===== config.mk =====
export PLATFORM = sky130hd
export DESIGN_NAME = dcache_flush_ctrl
export DESIGN_NICKNAME = d
export VERILOG_FILES = /design/src/rtl/dcache_flush_ctrl.sv
export SDC_FILE = /design/constraint.sdc
export NUM_CORES = 1
export LEC_CHECK = 0
export ABC_AREA = 1
export CELL_PAD_IN_SITES_DETAIL_PLACEMENT = 1
export CELL_PAD_IN_SITES_GLOBAL_PLACEMENT = 1
export CORE_MARGIN = 3
export CORE_UTILIZATION = 15
export CTS_CLUSTER_DIAMETER = 200
export DETAILED_ROUTE_END_ITERATION = 8
export PLACE_DENSITY = 0.95
export SLEW_MARGIN = 40
export SYNTH_ARGS = -nofsm -noshare
export SYNTH_HDL_FRONTEND = slang
export SYNTH_SLANG_ARGS = --single-unit

===== constraint.sdc =====
create_clock -name CLK -period 3.1 [get_ports CLK]
set_input_delay 0.62 -clock CLK [delete_from_list [all_inputs] [get_ports CLK]]
set_output_delay 0.62 -clock CLK [all_outputs]
set_load 0.05 [all_outputs]

===== src/rtl/dcache_flush_ctrl.sv =====
// rtl/dcache_flush_ctrl.sv - halt-time data cache flush sequencer
// Drains the write buffer, writes back dirty lines, invalidates all lines, then stores the hit count.
module dcache_flush_ctrl #(
  parameter int          SETS        = 8,
  parameter int          WAYS        = 2,
  parameter int          WORDS       = 2,
  parameter int          TAG_W       = 26,
  parameter logic [31:0] HITCNT_ADDR = 32'h3100,
  localparam int         IDX_W       = $clog2(SETS),
  localparam int         WAY_W       = (WAYS > 1) ? $clog2(WAYS) : 1,
  localparam int         WRD_W       = $clog2(WORDS)
) (
  input  logic             CLK,
  input  logic             RST,
  input  logic             halt,
  input  logic             wempty,
  input  logic             lvalid,
  input  logic             ldirty,
  input  logic [TAG_W-1:0] ltag,
  input  logic [31:0]      ldata,
  input  logic [31:0]      hitcnt,
  input  logic             dwait,
  output logic [IDX_W-1:0] lidx,
  output logic [WAY_W-1:0] lway,
  output logic [WRD_W-1:0] lword,
  output logic             linval,
  output logic             dWEN,
  output logic [31:0]      daddr,
  output logic [31:0]      ddata,
  output logic             busy,
  output logic             flushed
);

  typedef enum logic [2:0] {
    IDLE, DRAIN, CHECK, WRITE, INVAL, HITCNT, DONE
  } state_e;

  state_e           state_q, state_d;
  logic [IDX_W-1:0] idx_q, idx_d;
  logic [WAY_W-1:0] way_q, way_d;
  logic [WRD_W-1:0] word_q, word_d;
  logic             adv;
  logic             last_way, last_set, last_word;

  always_ff @(posedge CLK or posedge RST) begin
    if (RST) begin
      state_q <= IDLE;
      idx_q   <= '0;
      way_q   <= '0;
      word_q  <= '0;
    end else begin
      state_q <= state_d;
      idx_q   <= idx_d;
      way_q   <= way_d;
      word_q  <= word_d;
    end
  end

  always_comb begin
    state_d   = state_q;
    idx_d     = idx_q;
    way_d     = way_q;
    word_d    = word_q;
    adv       = 1'b0;
    linval    = 1'b0;
    dWEN      = 1'b0;
    daddr     = '0;
    ddata     = '0;
    last_way  = (way_q == WAY_W'(WAYS - 1));
    last_set  = (idx_q == IDX_W'(SETS - 1));
    last_word = (word_q == WRD_W'(WORDS - 1));

    unique case (state_q)
      IDLE: if (halt) state_d = DRAIN;
      DRAIN: begin
        if (wempty) begin
          state_d = CHECK;
          idx_d   = '0;
          way_d   = '0;
          word_d  = '0;
        end
      end
      CHECK: begin
        if (lvalid && ldirty) begin
          state_d = WRITE;
          word_d  = '0;
        end else begin
          linval = lvalid;
          adv    = 1'b1;
        end
      end
      WRITE: begin
        dWEN  = 1'b1;
        daddr = {ltag, idx_q, word_q, 2'b00};
        ddata = ldata;
        if (!dwait) begin
          if (last_word) state_d = INVAL;
          else           word_d  = word_q + WRD_W'(1);
        end
      end
      INVAL: begin
        linval  = 1'b1;
        word_d  = '0;
        state_d = CHECK;
        adv     = 1'b1;
      end
      HITCNT: begin
        dWEN  = 1'b1;
        daddr = HITCNT_ADDR;
        ddata = hitcnt;
        if (!dwait) state_d = DONE;
      end
      DONE: ;
      default: state_d = IDLE;
    endcase

    // Way is the fast index; the final line exits to the hit-count store.
    if (adv) begin
      if (last_way && last_set) begin
        state_d = HITCNT;
      end else if (last_way) begin
        way_d = '0;
        idx_d = idx_q + IDX_W'(1);
      end else begin
        way_d = way_q + WAY_W'(1);
      end
    end
  end

  assign lidx    = idx_q;
  assign lway    = way_q;
  assign lword   = word_q;
  assign busy    = (state_q != IDLE);
  assign flushed = (state_q == DONE);

endmodule

### Word level (Yosys, flattened, before mapping)

Index checks and enable logic that the tools add are counted.

* bits in registers: 8
* input port bits: 97
* output and inout port bits: 73
* word-level logic and storage cells: 55

* $add $sub $neg: 3
* equality and inequality tests: 10
* multiplexer cells: 31
* reduce and logical (&&, ||, !) cells: 7

Operator list (count)
* 32-bit case mux with 2 select lines: 2
* 3-bit two-way mux: 13
* 3-bit case mux with 7 select lines: 1
* 3-bit equality test, second input constant: 4
* 1-bit two-way mux: 12
* 3-bit by 2-bit equality test with 1-bit output, second input constant: 2
* 2-bit != test, second input constant: 3
* 1-bit case mux with 2 select lines: 2
* 1-bit case mux with 4 select lines: 1
* 4-bit AND reduction: 1
* 4-bit nonzero test: 1
* 3-bit by 1-bit adder with 3-bit output, second input constant: 1
* 3-bit by 1-bit equality test with 1-bit output, second input constant: 1
* 3-bit logical NOT: 1
* 3-bit nonzero test: 1
* 1-bit adder, second input constant: 2
* 1-bit logical AND: 2
* 2-bit OR reduction: 1

### Longest topological paths before layout

Gate-level depths: netlist (run 1).

* depth after elaboration: 5
* depth in mapped cells: 8
* mapped depth without buffers: 8

### Least setup slack after synthesis (run 1)

No wires, ideal clock.

* path kind: register to output
* from: register state_q[2]
* to: output port linval
* arrival time: 1.862 ns
* data required time: 2.480 ns
* path slack: 0.618 ns
* stages on the path, launching flop included: 4
* path buffers: 0
* cell sequence: dfrtp_1 -> inv_2 -> nand3_1 -> o31ai_1

* word-level cells in the longest chain between the ends: 2
* elaborated cells between the ends (all ways): 3
* classes of those cells: 2 x eq/ne; 1 x mux

RTL lines
* start: declaration: RTL line 38 `state_e state_q, state_d;`
* start signal: assignment: RTL line 52 `state_q <= state_d;`
* 3-bit equality test or 3-bit by 2-bit equality test with 1-bit output (tied branches): RTL line 73 `unique case (state_q)`
* 1-bit case mux with 2 select lines *: RTL line 73
* end: declaration: RTL line 26 `output logic linval,`

Every way passes the cells marked *; elsewhere a longest branch is shown, timed or not.

### Worst setup path in the final report (run 1)

* from: register state_q[2]
* to: output port daddr[2]

* word-level cells in the longest chain between the ends: 2
* elaborated cells between the ends (all ways): 3
* classes of those cells: 2 x eq/ne; 1 x mux

RTL lines
* 3-bit equality test or 3-bit by 2-bit equality test with 1-bit output (tied branches): RTL line 73
* 32-bit case mux with 2 select lines *: RTL line 73
* end: declaration: RTL line 28 `output logic [31:0] daddr,`

Marked as above.

==> impl_metrics.py, run 1 <==
metrics = {
    "run_status": {
        "status": "complete, no violations",
    },
    "synth": {
        "netlist_area_sq_um": 1280,
        "syn_avg_cell_area_sq_um": 5.11,
        "yosysUniqueCellTypes": 21,
        "synthTopCellsByArea": "inv_1 20%, nand2_1 17%, dfrtp_1 16%, o21ai_0 13%, nor2_1 11%",
        "synth.area.mux_share": 0,
        "synth.top_cell.area_share": 0.200,
        "async_flop_share": 1.00,
        "synthAdderAreaFrac": 0.0196,
        "synth_top_family_by_area": "simple AND/OR/NAND/NOR gates",
        "synth_simple_gate_area_share": 0.370,
        "ys_seq_elements": 8,
        "synth_xor_area_frac": 0,
        "synth_area_leader_cell": "inv_1",
        "synth-compound-area-share": 0.170,
        "ys.flop_type": "dfrtp_1",
        "synth-edff-count": 0,
        "yosys_warnings": 0,
        "syn_inst": 250,
        "ys_seq_area_frac": 0.157,
    },
    "timing": {
        "slew_viol_final": 0,
        "whs_ps": 525,
        "hold_viol": 0,
        "min_period_ps": 2530,
        "finalSetupTns_ps": 0,
        "timing.final.crit_share": 0.818,
        "finalWorstSetupSlack_ps": 566,
        "setup_violations": 0,
        "finalClockSkew_ps": 2.89,
        "tightest_slew_ps": 538,
        "rsz0062_at_grt": "false",
        "fmax_mhz": 395,
        "slew_headroom": 0.640,
    },
    "worst_setup_path": {
        "crit_family": "buffers and inverters",
        "critical_path_class": "reg -> out",
        "cp_max_fo": 19,
        "cp.arrival_ps": 1910,
        "start_kind": "flop",
        "rr_startpoint": "state_q[2]",
        "end_kind": "output port",
        "crit_chain": "inv_2 > nand3_1 > buf_4 > nor2_1 > buf_12",
        "crit_buf_inv": 3,
        "crit_required_ps": 2480,
        "cp_slowest_cell": "dfrtp_1",
        "slowest_delay_ps": 470,
        "cp-startpoint": "state_q[2]",
    },
    "floorplanning": {
        "io_pins": 170,
        "die_area_sq_um": 9670,
        "die_w_um": 98.3,
        "coreArea_sq_um": 8260,
        "rows": 33,
        "start_util": 0.155,
        "dieHeight_um": 98.3,
    },
    "routing": {
        "vias": 2145,
        "ant_nets": 0,
        "drc": 0,
        "drt_first_pass_iters": 2,
        "routed_via_density": 4.16,
        "wire_per_inst_um": 13.7,
        "drtIter0Drc": 65,
        "drt_wl_total_um": 7090,
    },
    "layout": {
        "syn_to_final_growth_pct": 167,
        "utilization": 0.414,
        "fillCellCount": 1014,
        "design_area_sq_um": 3420,
        "nets": 512,
        "drive_above_1_share": 0.187,
        "diodes": 0,
        "fin_cells": 516,
    },
    "clock_network": {
        "clk_latency_ps": 230,
        "clockBufferDepth": 2,
        "ctsResizeCount": 0,
        "cts_root_buf": "clkbuf_8",
        "holdBufCountCts": 0,
        "cts_tree": "built",
        "cts_sinks": 8,
        "h-tree-depth": 1,
        "path_clk_slew_ps": 40,
        "postCtsSetupRepairBufs": 0,
        "numCtsBuffers": 3,
    },
    "global_routing": {
        "grt_pass1_wl_um": 11300,
        "grt_overflow": 0,
        "grt_pass1_vias": 2366,
        "grtUsageTotal": 0.142,
        "antenna_found_initial": 0,
        "grt_max_degree": 40,
    },
    "hold_path": {
        "hp-start": "lword",
        "hp-class": "reg -> reg",
    },
    "placement": {
        "pre_cts_ws_ps": 760,
        "placed_area_sq_um": 3380,
        "portBuffers": 167,
        "place_congestion": 0.873,
        "post-place-cells": 513,
        "place.detailed.hpwl_um": 6210,
    },
    "power_and_ir_drop": {
        "p_total_mw": 3.18,
        "ir_worst_vdd_v": 0.000328,
        "p_per_area_nw_per_um2": 931,
        "p_leak_nw": 1.69,
    },
    "run": {
        "drv_cap": 0,
    },
}
[cells in the mapped netlist (3+ instances only)]
library cell	instances
buf_4	6
buf_6	3
dfrtp_1	8
inv_1	68
nand2_1	58
nand3_1	9
nand4_1	3
nor2_1	38
o21ai_0	33
o21ai_1	6
[report_power, final]
| group | total [mW] | internal, mW | leakage [nW] | switching [mW] |
|---|---|---|---|---|
| Combinational | 2.82 | 1.10 | 1.57 | 1.73 |
| Clock | 0.130 | 0.0845 | 0.0216 | 0.0452 |
| Sequential | 0.228 | 0.153 | 0.101 | 0.0753 |
| Total | 3.18 | 1.34 | 1.69 | 1.85 |
[kinds of logic (layout without fill, tap and decap cells)]
group	after synthesis	after routing
simple gates	114	114
compound gates	42	42
other cells	1	2
fa+ha+maj	2	2
flops	8	8
buf+inv	83	243
[registers in the layout (all words and copies together) (netlist names)]
name     cells
lidx         3
lway         1
lword        1
state_q      3
[worst paths after layout]
path	slack, ps	endpoint	cells past startpoint
min in group asynchronous	640	state_q[2]	2
max	570	daddr[2]	5
max in group asynchronous	2220	lidx[0]	2
min	520	lword	2
max reg2reg	1330	lword	8
min reg2reg	520	lword	2
[cell type report]
cell class | count | area [sq um] | area share
flip-flops and latches | 8 | 200 | 0.0586
multi-input cells | 160 | 723 | 0.212
repair buffers | 170 | 2060 | 0.602
inverters | 70 | 263 | 0.0769
clock buffers | 3 | 41.3 | 0.0121
well taps | 105 | 131 | 0.0384
[layer usage]
layer / GRT usage / part of all wire / vias up
met1: 0.136 / 0.34 / 982
li1: - / - / 1054
met2: 0.285 / 0.56 / 100
met4: 0.0399 / 0.016 / 0
met3: 0.0450 / 0.089 / 9
met5: 0 / 0 / -
[worst reg2reg max path: stages, from the launching register on]
cell	delay, ps
dfrtp_1	500
inv_2	140
nand3_1	340
buf_4	310
nor2_1	60
nor2_1	100
nand2_1	70
nand2_1	50
o21ai_1	60
[cell usage in the layout (no fill, tap or decap), drive strengths merged]
master         count
o21ai             39
inv               70
buf               67
nand4              3
nand3b             1
ha                 2
nor2              41
dfrtp              8
clkdlybuf4s50    103
clkbuf             3
conb               2
nand3              9
o31ai              1
o21a               2
nand2             60
No activity file was read; power rests on OpenSTA's default activity.
==> inputs of run 2 (changes only) <==
--- a/config.mk
+++ b/config.mk
@@ -9,10 +9,10 @@
 export CELL_PAD_IN_SITES_DETAIL_PLACEMENT = 1
 export CELL_PAD_IN_SITES_GLOBAL_PLACEMENT = 1
 export CORE_MARGIN = 3
-export CORE_UTILIZATION = 15
+export CORE_UTILIZATION = 12
 export CTS_CLUSTER_DIAMETER = 200
 export DETAILED_ROUTE_END_ITERATION = 8
-export PLACE_DENSITY = 0.95
+export PLACE_DENSITY = 0.83
 export SLEW_MARGIN = 40
 export SYNTH_ARGS = -nofsm -noshare
 export SYNTH_HDL_FRONTEND = slang
==> constraint.sdc (replaced) <==
create_clock -name CLK -period 2.3 [get_ports CLK]
set_input_delay 0.46 -clock CLK [delete_from_list [all_inputs] [get_ports CLK]]
set_output_delay 0.46 -clock CLK [all_outputs]
set_load 0.05 [all_outputs]
==> run 2 against run 1 <==
Clock power is 36% higher. Flip-flop and latch count stayed put. Clock skew is 0.97 ps lower. Critical endpoint is now ddata[5]. Combinational power rose by 48%. Power rose by 46%.
==> impl_metrics.py, run 2 (synthesis results as in run 1) <==
metrics = {
    "worst_setup_path": {
        "cp-endpoint": "ddata[5]",
        "cp_max_fo": 22,
        "slowest_delay_ps": 490,
        "cp.arrival_ps": 1660,
        "r2r_slack_ps": 830,
        "critical_path_class": "reg -> out",
        "cp_slowest_cell": "dfrtp_1",
        "crit_required_ps": 1840,
        "start_kind": "flop",
        "rr_worst_depth": 8,
        "rr_endpoint": "lword",
        "crit_chain": "nand3_1 > buf_4 > o21ai_0 > buf_12",
        "end_kind": "output port",
        "cp-startpoint": "state_q[0]",
        "rr_startpoint": "state_q[2]",
    },
    "global_routing": {
        "grt_max_degree": 38,
        "grt_overflow": 0,
        "grt_pass1_wl_um": 10900,
        "grtUsageTotal": 0.114,
        "antenna_found_initial": 0,
        "grt_pass1_vias": 2327,
    },
    "timing": {
        "whs_ps": 478,
        "rsz0062_at_grt": "false",
        "finalWorstSetupSlack_ps": 176,
        "hold_viol": 0,
        "setup_violations": 0,
        "timing.final.crit_share": 0.923,
        "slew_headroom": 0.652,
        "slew_viol_final": 0,
        "min_period_ps": 2120,
        "fmax_mhz": 471,
        "tightest_slew_ps": 520,
        "finalSetupTns_ps": 0,
        "finalClockSkew_ps": 1.93,
    },
    "power_and_ir_drop": {
        "p_per_area_nw_per_um2": 1240,
        "p_total_mw": 4.65,
        "ir_worst_vdd_v": 0.000388,
        "p_leak_nw": 1.78,
    },
    "routing": {
        "drt_first_pass_iters": 4,
        "drt_wl_total_um": 7200,
        "wire_per_inst_um": 13.1,
        "routed_via_density": 3.95,
        "vias": 2167,
        "drtIter0Drc": 64,
        "ant_nets": 0,
        "drc": 0,
    },
    "clock_network": {
        "cts_tree": "built",
        "clockBufferDepth": 2,
        "postCtsSetupRepairBufs": 0,
        "h-tree-depth": 1,
        "cts_sinks": 8,
        "numCtsBuffers": 3,
        "holdBufCountCts": 0,
        "path_clk_slew_ps": 40,
        "cts_root_buf": "clkbuf_8",
        "ctsResizeCount": 0,
        "clk_latency_ps": 240,
    },
    "layout": {
        "diodes": 0,
        "nets": 514,
        "syn_to_final_growth_pct": 194,
        "drive_above_1_share": 0.199,
        "fin_cells": 549,
        "layout.cells.most_common": "clkdlybuf4s50_1",
        "final_cell_mix": "101 x clkdlybuf4s50_1, 68 x inv_1, 65 x buf_12",
    },
    "floorplanning": {
        "die_w_um": 109,
        "start_util": 0.124,
        "coreArea_sq_um": 10300,
        "die_area_sq_um": 11900,
        "io_pins": 170,
        "dieHeight_um": 109,
        "rows": 37,
    },
    "placement": {
        "place.detailed.hpwl_um": 6330,
        "post-place-cells": 546,
        "pre_cts_ws_ps": 345,
        "place_congestion": 0.791,
        "portBuffers": 167,
    },
    "hold_path": {
        "hp-class": "in -> async",
    },
    "run": {
        "drv_cap": 0,
    },
    "run_status": {
        "status": "complete, no violations",
    },
}
==> run 2: changes by cell type in the layout (fill, tap and decap cells not counted), sizes merged <==
| cell | previous run | this run |
|---|---|---|
| buf | 67 | 71 |
| clkdlybuf4s50 | 103 | 101 |
==> run 2: worst min path at each step <==
stage	endpoint	startpoint	slack [ps]
after global routing	lidx[0]	RST	520
after global placement	lword	lword	510
after CTS	lidx[0]	RST	490
final	lword	RST	480
after detailed placement	lword	lword	510
after floorplan	lidx[0]	RST	280
==> run 2: cell type report <==
type | instances | area [sq um]
clock buffer | 3 | 41.3
fill | 1224 | 6560
inverter | 70 | 263
multi-input combinational | 160 | 728
sequential | 8 | 200
tap | 136 | 170
timing repair buffer | 172 | 2360
==> run 2: through the flow <==
step	util	area, sq um
detailed placement	0.360	3720
finish	0.364	3760
floorplan	-	1290
CTS	0.364	3760
global route	0.364	3760
global placement	0.360	3720
==> run 2: critical path: cells and delay by family, from the launching register on <==
kind,cells,cell delay [ps]
buffers and inverters,2,420
AND/OR/NAND/NOR,1,150
AO/OA/AOI/OAI,1,350
flip-flops,1,490
==> run 2: power by group <==
group	switching (mW)	internal [mW]	leakage, nW
Combinational	2.40	1.77	1.65
Sequential	0.101	0.206	0.101
Clock	0.0633	0.114	0.0216
Total	2.57	2.09	1.78
==> run 2: layer usage <==
layer | global-route usage | vias to the layer above | part of all wire
met5 | 0 | - | 0
met4 | 0.0258 | 0 | 0.014
met3 | 0.0462 | 11 | 0.14
met2 | 0.230 | 122 | 0.54
met1 | 0.105 | 980 | 0.31
li1 | - | 1054 | -
==> edit (flow settings as in run 1) <==
Set the parameter `WAYS` to 1 (it was 2).
--- a/src/rtl/dcache_flush_ctrl.sv
+++ b/src/rtl/dcache_flush_ctrl.sv
@@ -4,3 +4,3 @@
   parameter int          SETS        = 8,
-  parameter int          WAYS        = 2,
+  parameter int          WAYS        = 1,
   parameter int          WORDS       = 2,
Formal check against the unedited RTL: not equivalent (Yosys sat finds a counterexample within 4 cycles, from zero or initial values and one cycle with RST high).
==> edit against run 1 <==
Combinational power fell by 1%. Critical path type unchanged. Cell count is 14% lower. Cell area shrank 4.1%. Wire length fell by 2.8%. Synthesized area shrank 7.8%. Power fell by 1.7%. Worst setup slack got worse by 330 ps. Sequential share of layout area up 0.25 points. Sequential power down 3%. Count of clock-buffer cells in the layout stayed put. Sequential cell count unchanged.
==> edit: results (changes against run 1) <==
| Metric | Value |
|---|---|
| Place WS | `222 ps (-538 ps)` |
| Global-route wire length before repair | `9.99 mm (-11%)` |
| Setup Skew | `1.39 ps (-1.51 ps)` |
| Post-Synthesis Cells | `187 (-25%)` |
| Distinct cells, synth | `20 (-4.8%)` |
| Fraction of layout cells with a size suffix above 1 | `15.6% (-3.2 points)` |
| Nets | `448 (-13%)` |
| Dominant synthesized flop cell | `dfrtp_1` |
| Layout Cells excl Fill | `446 (-14%)` |
| Asr flop ratio synth | `100% (unchanged)` |
| Inst Count DP | `443 (-14%)` |
| Skew-Pair Late Insertion Delay | `230 ps (about the same)` |
| Crit path DAT | `2250 ps (+340 ps)` |
| P_sw | `1790 uW (-3.1%)` |
| Total GRT Usage | `14.3% (+0.066 points)` |
| R2R Setup Slk | `1500 ps (+170 ps)` |
| Actual slew at the worst max-slew pin | `579 ps (+41.0 ps)` |
| Routability congestion estimate from global placement | `0.736 (-16%)` |
| DRT Pass-1 Iters | `4 (+2)` |
| Sequential share of the synthesized area | `17.0% (+1.3 points)` |
| Iteration-0 DRC count of the detailed router | `33 (-49%)` |
| DP Area | `3230 um^2 (-4.4%)` |
| Commonest cells in the netlist | `39 x nor2_1, 36 x inv_1, 32 x a22o_1` |
| H-tree depth | `1 (unchanged)` |
| Outcome | `completed` |
| Reg2Reg Depth | `7 (-1)` |
| N_diodes | `0 (unchanged)` |
| Pin count of the biggest net entering global routing | `39 (-2.5%)` |
| Pleak | `0.00148 uW (-12%)` |
| Fillcell total | `861 (-15%)` |
| Crit Path Max Fanout | `28 (+9)` |
| Buffers added on ports | `167 (unchanged)` |
| Wirelength, routed | `6.89 mm (-2.8%)` |
| Max VDD drop | `0.000351 V (+7.0%)` |
| DP Wirelength | `5.99 mm (-3.6%)` |
| Ranking of synthesized cells by area | `a22o_1 24%, dfrtp_1 17%, nor2_1 12%, inv_1 11%, nand2_1 8.3%` |
| R2r endpoint | `lword$_DFFE_PP0P_` |
edit: changes by cell type in the layout (fill, tap and decap cells not counted), sizes merged:
cell           delta
nand2            -33
o21ai            -33
a22o             +32
inv              -31
buf              -27
clkdlybuf4s50    +26
nand3             +5
o21a              -2
nand3b            -1
nand4             -1
nor2              +1
edit: layout make-up:
| type | instances | area (um^2) | share of cell area (%) |
|---|---|---|---|
| Tap cell | 99 | 124 | 3.78 |
| Clock buffer | 3 | 41.3 | 1.26 |
| Inverter | 39 | 146 | 4.47 |
| Multi-Input combinational cell | 128 | 736 | 22.5 |
| Timing Repair Buffer | 169 | 2030 | 61.9 |
| Sequential cell | 8 | 200 | 6.11 |
edit: layer usage:
layer | wire, um | global-route usage, % | up-vias | part of all wire, %
met5 | 0 | 0 | - | 0
met4 | 90 | 3.73 | 0 | 1.3
met3 | 571 | 2.55 | 7 | 8.3
met2 | 3740 | 27.4 | 94 | 54
met1 | 2490 | 16.0 | 864 | 36
li1 | - | - | 927 | -
edit: critical path: stages, from the launching register on:
cell             delay [ps]
dfrtp_1                 470
inv_2                   190
nand3_4                 280
nor2_1                  210
clkdlybuf4s50_1         850
edit: logic make-up (layout without fill, tap and decap cells):
kind of cell / Yosys count / in the layout / synth area share, %
AOI/OAI and AO/OA: 39 / 39 / 27.3
adders and majority gates: 2 / 2 / 2.12
and+or+nand+nor: 85 / 85 / 31.7
other: 1 / 2 / 0.318
buffers and inverters: 52 / 211 / 21.5
DFF: 8 / 8 / 17.0
edit: what timing repair did:
item	in CTS	in global routing
hold endpoints to repair	0	0
endpoints found under the setup margin	4	0
resized for setup	1	0
edit: how the worst max path moves through the flow:
stage                    startpoint        to  slack (ps)  cells after the start
2_1_floorplan  state_q[2]$_DFF_PP0_    linval         580                      3
3_3_place_gp   state_q[2]$_DFF_PP0_  daddr[5]         400                      4
3_5_place_dp   state_q[2]$_DFF_PP0_  daddr[5]         220                      4
4_1_cts        state_q[2]$_DFF_PP0_  daddr[5]         200                      4
5_1_grt        state_q[2]$_DFF_PP0_  daddr[5]          70                      4
6_report       state_q[2]$_DFF_PP0_  daddr[5]         230                      4
edit: metrics by stage:
step	hold WS (ps)	power [uW]	utilization, %
2_1_floorplan	436	1860	-
3_3_place_gp	492	2940	43.3
6_report	513	3130	44.0
3_5_place_dp	501	3010	43.3
5_1_grt	555	3280	44.0
4_1_cts	514	3160	44.0
edit: power groups by stage:
stage	combinational, uW	sequential (uW)	clock [uW]
after floorplan	1590	266	0
after global placement	2730	214	0
after detailed placement	2790	218	0
after CTS	2810	221	132
after global routing	2910	232	137
final	2780	222	130
